<file path="src/rtl/fetch_pc_gen.sv">
// Fetch-stage next-PC generator: BTB + 2-bit PHT direction prediction, redirect override.
// Optional return address stack compiled in when FETCH_RAS_EN is defined.
module fetch_pc_gen #(
    parameter logic [29:0] RESET_PC    = 30'h18,
    parameter int unsigned PHT_ENTRIES = 64,
    parameter int unsigned RAS_DEPTH   = 8
) (
    input  logic        clk,
    input  logic        rst,
    output logic [29:0] pc_out,
    output logic [28:0] fetch_PC,
    input  logic [29:0] target,
    input  logic [1:0]  btype,
    input  logic        hit,
    output logic        fetch_valid,
    input  logic        fetch_ready,
    output logic        pred_taken,
    output logic [29:0] pred_target,
    input  logic        redirect_valid,
    input  logic [29:0] redirect_target,
    input  logic        upd_valid,
    input  logic [28:0] upd_PC,
    input  logic        upd_taken
);
    localparam int unsigned PhtW = $clog2(PHT_ENTRIES);
    localparam logic [1:0] BtCond = 2'b00;
    localparam logic [1:0] BtCall = 2'b10;
    localparam logic [1:0] BtRet  = 2'b11;

    logic [29:0]     pc_q, pc_d, pc_inc;
    logic [1:0]      pht_q [PHT_ENTRIES];
    logic [PhtW-1:0] rd_idx, wr_idx;
    logic            accept;
    logic            unused_upd;

    assign pc_out      = pc_q;
    assign fetch_PC    = pc_q[29:1];
    assign fetch_valid = ~rst;
    assign pc_inc      = pc_q + 30'd1;
    assign rd_idx      = pc_q[PhtW:1];
    assign wr_idx      = upd_PC[PhtW-1:0];
    assign accept      = fetch_ready & ~redirect_valid;
    assign unused_upd  = ^upd_PC;
    assign pred_taken  = hit & ((btype != BtCond) | pht_q[rd_idx][1]);

`ifdef FETCH_RAS_EN
    localparam int unsigned RasW = (RAS_DEPTH > 1) ? $clog2(RAS_DEPTH) : 1;
    localparam int unsigned CntW = $clog2(RAS_DEPTH + 1);
    localparam logic [CntW-1:0] RasFull = CntW'(RAS_DEPTH);

    logic [29:0]     ras_q [RAS_DEPTH];
    logic [RasW-1:0] top_q, top_inc;
    logic [CntW-1:0] cnt_q;
    logic            ras_ne, is_ret, push, pop;

    assign ras_ne  = cnt_q != '0;
    assign is_ret  = hit & (btype == BtRet);
    assign push    = accept & hit & (btype == BtCall);
    assign pop     = accept & is_ret & ras_ne;
    assign top_inc = top_q + RasW'(1);

    always_comb begin
        pred_target = pc_inc;
        if (pred_taken) begin
            pred_target = (is_ret & ras_ne) ? ras_q[top_q] : target;
        end
    end

    // Circular stack: a push when full silently overwrites the oldest slot.
    always_ff @(posedge clk or posedge rst) begin
        if (rst) begin
            top_q <= '0;
            cnt_q <= '0;
            for (int unsigned i = 0; i < RAS_DEPTH; i++) begin
                ras_q[i] <= '0;
            end
        end else if (push) begin
            top_q          <= top_inc;
            ras_q[top_inc] <= pc_inc;
            if (cnt_q != RasFull) begin
                cnt_q <= cnt_q + CntW'(1);
            end
        end else if (pop) begin
            top_q <= top_q - RasW'(1);
            cnt_q <= cnt_q - CntW'(1);
        end
    end
`else
    logic [31:0] unused_ras_depth;

    assign unused_ras_depth = RAS_DEPTH;
    assign pred_target      = pred_taken ? target : pc_inc;
`endif

    always_comb begin
        pc_d = pc_q;
        if (redirect_valid) begin
            pc_d = redirect_target;
        end else if (fetch_ready) begin
            pc_d = pred_target;
        end
    end

    always_ff @(posedge clk or posedge rst) begin
        if (rst) begin
            pc_q <= RESET_PC;
        end else begin
            pc_q <= pc_d;
        end
    end

    // Saturating counters; a same-cycle read sees the pre-update value.
    always_ff @(posedge clk or posedge rst) begin
        if (rst) begin
            for (int unsigned i = 0; i < PHT_ENTRIES; i++) begin
                pht_q[i] <= 2'b01;
            end
        end else if (upd_valid) begin
            if (upd_taken && pht_q[wr_idx] != 2'b11) begin
                pht_q[wr_idx] <= pht_q[wr_idx] + 2'b01;
            end else if (!upd_taken && pht_q[wr_idx] != 2'b00) begin
                pht_q[wr_idx] <= pht_q[wr_idx] - 2'b01;
            end
        end
    end

endmodule

</file>
<file path="config.mk">
export PLATFORM = sky130hd
export DESIGN_NAME = fetch_pc_gen
export DESIGN_NICKNAME = d
export VERILOG_FILES = /design/src/rtl/fetch_pc_gen.sv
export SDC_FILE = /design/constraint.sdc
export NUM_CORES = 1
export LEC_CHECK = 0
export CAP_MARGIN = 20
export CORE_MARGIN = 1.5
export CORE_UTILIZATION = 47
export DETAILED_ROUTE_END_ITERATION = 16
export GPL_TIMING_DRIVEN = 0
export MAX_ROUTING_LAYER = met4
export PLACE_DENSITY = 0.81
export SYNTH_ARGS = -nofsm -noshare
export SYNTH_HDL_FRONTEND = slang
export SYNTH_SLANG_ARGS = --single-unit
</file>
<file path="constraint.sdc">
create_clock -name clk -period 4.9 [get_ports clk]
set_clock_uncertainty 0.1 [all_clocks]
set_input_delay 0.98 -clock clk [delete_from_list [all_inputs] [get_ports clk]]
set_output_delay 0.98 -clock clk [all_outputs]
set_load 0.01 [all_outputs]
</file>
==> summary.md <==
| Metric | Value |
|---|---|
| Clock sinks | 158 |
| Crit path capture | pht_q[103] |
| Clock Latency Late Sink | 0.44 ns |
| FF-to-FF End | pht_q[103] |
| Critical Setup Path Class | primary input to register |
| Die ar. | 0.02074 mm^2 |
| CTS H-tree depth | 4 |
| Synthesis-stage register bit count | 158 |
| Fmax | 209.3 MHz |
| Critical Path Start | upd_PC[4] |
| Headroom to the max-slew limit | 37.62% |
| Count of cell types in the netlist | 54 |
| Vias in the first global route | 8463 |
| DP HPWL | 22.01 mm |
| Hold Crit Class | register to register |
| Synth Flop Type | dfrtp_1 |
| Root buffer cell | clkbuf_16 |
| Detail Route Antenna Nets | 0 |
| Final-stage net count | 1144 |
| Setup ws final | 0.1212 ns |
| Routed Wire Length | 31.03 mm |
| Die width | 144.0 um |
| # DRC | 0 |
| Final Hold Viols | 0 |
| Top-area cell type share of the netlist area | 24.63% |
| Row cnt | 51 |
| Final setup vio count | 0 |
| Dpl ws | -1.623 ns |
| TritonCTS buffer count | 17 |
| Fin crit share | 97.53% |
| Crit path DAT | 5.00 ns |
| Avg Synthesized Cell Area | 10.93 um^2 |
| P_leak | 4.953 nW |
| Crit path capture type | register |
| Grt total ovfl | 0 |
| Worst slew pin tran | 0.9337 ns |
| Number of hold buffers added after CTS | 0 |
| Post-Syn Area | 0.009346 mm^2 |
| First-pass GRT wire length | 47.58 mm |
| Synth Warn # | 0 |
| Routed length per instance | 23.46 um |
| Worst path top cell family by delay | buffers and inverters |
| Core area | 0.01946 mm^2 |
| Via density | 6.226 |
| Die height | 144.0 um |
| Max FO, Critical Path | 10 |
| Routability congestion estimate | 0.9473 |
| Share of cells above drive strength 1 | 34.19% |
| Critical Path Max Stage Delay | 0.58 ns |
| Tot Pwr | 4.233 mW |
| Worst R2R Path Depth | 15 |
| Final core occ | 62.54% |
| Worst reg2reg setup slack | 0.94 ns |
| Total number of vias | 8237 |
| Starting density of the core | 48.02% |
| Status | completed |
| CP startpoint kind | primary input |
| Storage cell area | 0.004038 mm^2 |
| Area delta synth->final | 30.23% |
| Post-synth EDFFs | 0 |
| RSZ-0062 raised after global routing | false |
| Pin count of the biggest net entering global routing | 46 |
| Setup TNS | 0 ns |
| Seq/Total Area, Yosys | 43.19% |
| Peak supply drop | 0.2966 mV |
| Slew Limit Fails | 0 |
| Fillers | 1542 |
| Ys async rst share | 100.0% |
| CTS clock-pin slew for the worst setup and hold paths | 0.07 ns |
| I/O Pins | 189 |
| Final min period | 4.779 ns |
| CTS tree | yes |
| Area of the multi-input gates | 0.004876 mm^2 |
| Initial DRC count | 774 |
| Initial antenna violation count | 2 |
| Top area cells in the synthesized netlist | dfrtp_1 (25%), dfstp_2 (19%), mux2_2 (18%) |
| Total track usage | 31.50% |
| Port Buffer Count | 160 |
| Pre-antenna DRT Iters | 6 |
| Crit path max-delay cell type | clkbuf_1 |
| Worst Path Required | 5.12 ns |
| Clk buf depth | 2 |
| Mapped Cells | 855 |
| Power Density | 347.8 mW/mm^2 |
| Crit-path cells | clkdlybuf4s50_1 -> clkbuf_1 -> nor3_1 -> a21oi_1 -> and3_1 -> buf_4 -> buf_4 -> inv_1 -> ha_1 -> nor2b_2 -> o21ai_1 -> clkbuf_8 -> nor4b_4 -> nand2_1 -> mux2_2 |
| Max-cap viol count | 0 |
| Most frequent CP cell | buf_4 |
| Synth Net Count | 956 |
| Biggest area consumer among synthesized cells | dfrtp_1 |
| WP depth | 15 |
| WP buf/inv | 6 |
logic make-up (layout without fill, tap and decap cells):
family                     after synthesis  count (layout)  share of synthesized area (%)
AOI/OAI and AO/OA                      140             140                          11.78
xor gates and xnor gates                29              29                          2.718
adders and majority gates                3               3                         0.4016
buffers and inverters                  105             306                          6.158
DFF                                    158             158                          43.19
muxes                                  174             174                          22.41
other                                    0               2                              0
and+or+nand+nor                        246             246                          13.35
cell type report:
class	instances	share of cell area (%)
Multi-Input combinational cell	592	40.06
Tap cell	265	2.724
Clock inverter	14	1.234
Timing Repair Buffer	171	14.12
Inverter	11	0.3701
Antenna cell	2	0.04112
Buffer	92	4.667
Clock buffer	18	3.608
Sequential cell	158	33.17
Yosys cell counts, types with 3 or more instances:
| library cell | n |
|---|---|
| mux2_2 | 148 |
| nand2_1 | 109 |
| dfrtp_1 | 92 |
| dfstp_2 | 66 |
| a22oi_1 | 51 |
| clkbuf_1 | 45 |
| buf_4 | 31 |
| nor3b_1 | 25 |
| nor2_1 | 21 |
| xnor2_1 | 21 |
| a221o_1 | 20 |
| nand3_1 | 16 |
| nor2b_1 | 15 |
| a31oi_1 | 14 |
| nand4_1 | 14 |
| o21ai_0 | 14 |
| mux4_2 | 13 |
| buf_2 | 12 |
| mux2i_1 | 12 |
| a22o_1 | 11 |
| and3_1 | 11 |
| inv_1 | 10 |
| a221oi_1 | 9 |
| nor4_1 | 8 |
| xor2_1 | 8 |
| nor3_1 | 7 |
| o221ai_1 | 6 |
| and2_1 | 5 |
| and3b_1 | 4 |
| a21oi_1 | 3 |
| buf_6 | 3 |
| ha_1 | 3 |
worst min-delay path by stage:
stage          startpoint  cells past startpoint         end  slack, ns
6_report       pht_q[109]                      1  pht_q[109]       0.44
5_1_grt        pht_q[125]                      1  pht_q[125]       0.46
4_1_cts        pht_q[109]                      1  pht_q[109]       0.43
3_5_place_dp   pht_q[109]                      1  pht_q[109]       0.42
3_3_place_gp    pht_q[17]                      1   pht_q[17]       0.41
2_1_floorplan   pht_q[19]                      1   pht_q[19]       0.40
where the power goes:
| group | switching (mW) | internal (mW) | leakage (nW) |
|---|---|---|---|
| Sequential | 0.164 | 1.53 | 1.90 |
| Combinational | 0.581 | 0.617 | 2.77 |
| Clock | 0.610 | 0.733 | 0.292 |
| Total | 1.35 | 2.88 | 4.95 |
timing repair:
action	in CTS	in global routing
setup buffers	3	0
pin swaps	2	1
endpoints found under the setup margin	149	151
cloned	0	0
resized for setup	32	24
routing by layer:
metal	up-vias	part of all wire [%]	GRT usage, %
li1	3528	-	-
met4	0	3.7	13.37
met5	-	0	-
met3	113	11	8.775
met1	4033	37	37.04
met2	563	48	50.79
cell usage in the layout, fill, tap and decap left out, types with 10 or more instances in the layout:
cell type,n
a221o_1,20
a22o_1,11
a22oi_1,51
a31oi_1,14
and3_1,11
buf_2,12
buf_4,41
clkbuf_1,30
clkbuf_16,17
clkdlybuf4s50_1,160
dfrtp_1,91
dfstp_2,66
mux2_2,148
mux2i_1,10
mux4_2,13
nand2_1,109
nand3_1,16
nand4_1,14
nor2_1,19
nor2b_1,14
nor3b_1,22
o21ai_0,13
xnor2_1,20
through the flow:
| stage | hold slack, ns | std cells | area (um^2) |
|---|---|---|---|
| floorplan | 0.3969 | 855 | 9350 |
| global placement | 0.4118 | 1280 | 11280 |
| detailed placement | 0.4205 | 1288 | 11380 |
| CTS | 0.4346 | 1323 | 12120 |
| global route | 0.4618 | 1323 | 12170 |
| finish | 0.4377 | 1323 | 12170 |
Note: power is estimated with default switching activity, not from simulation.
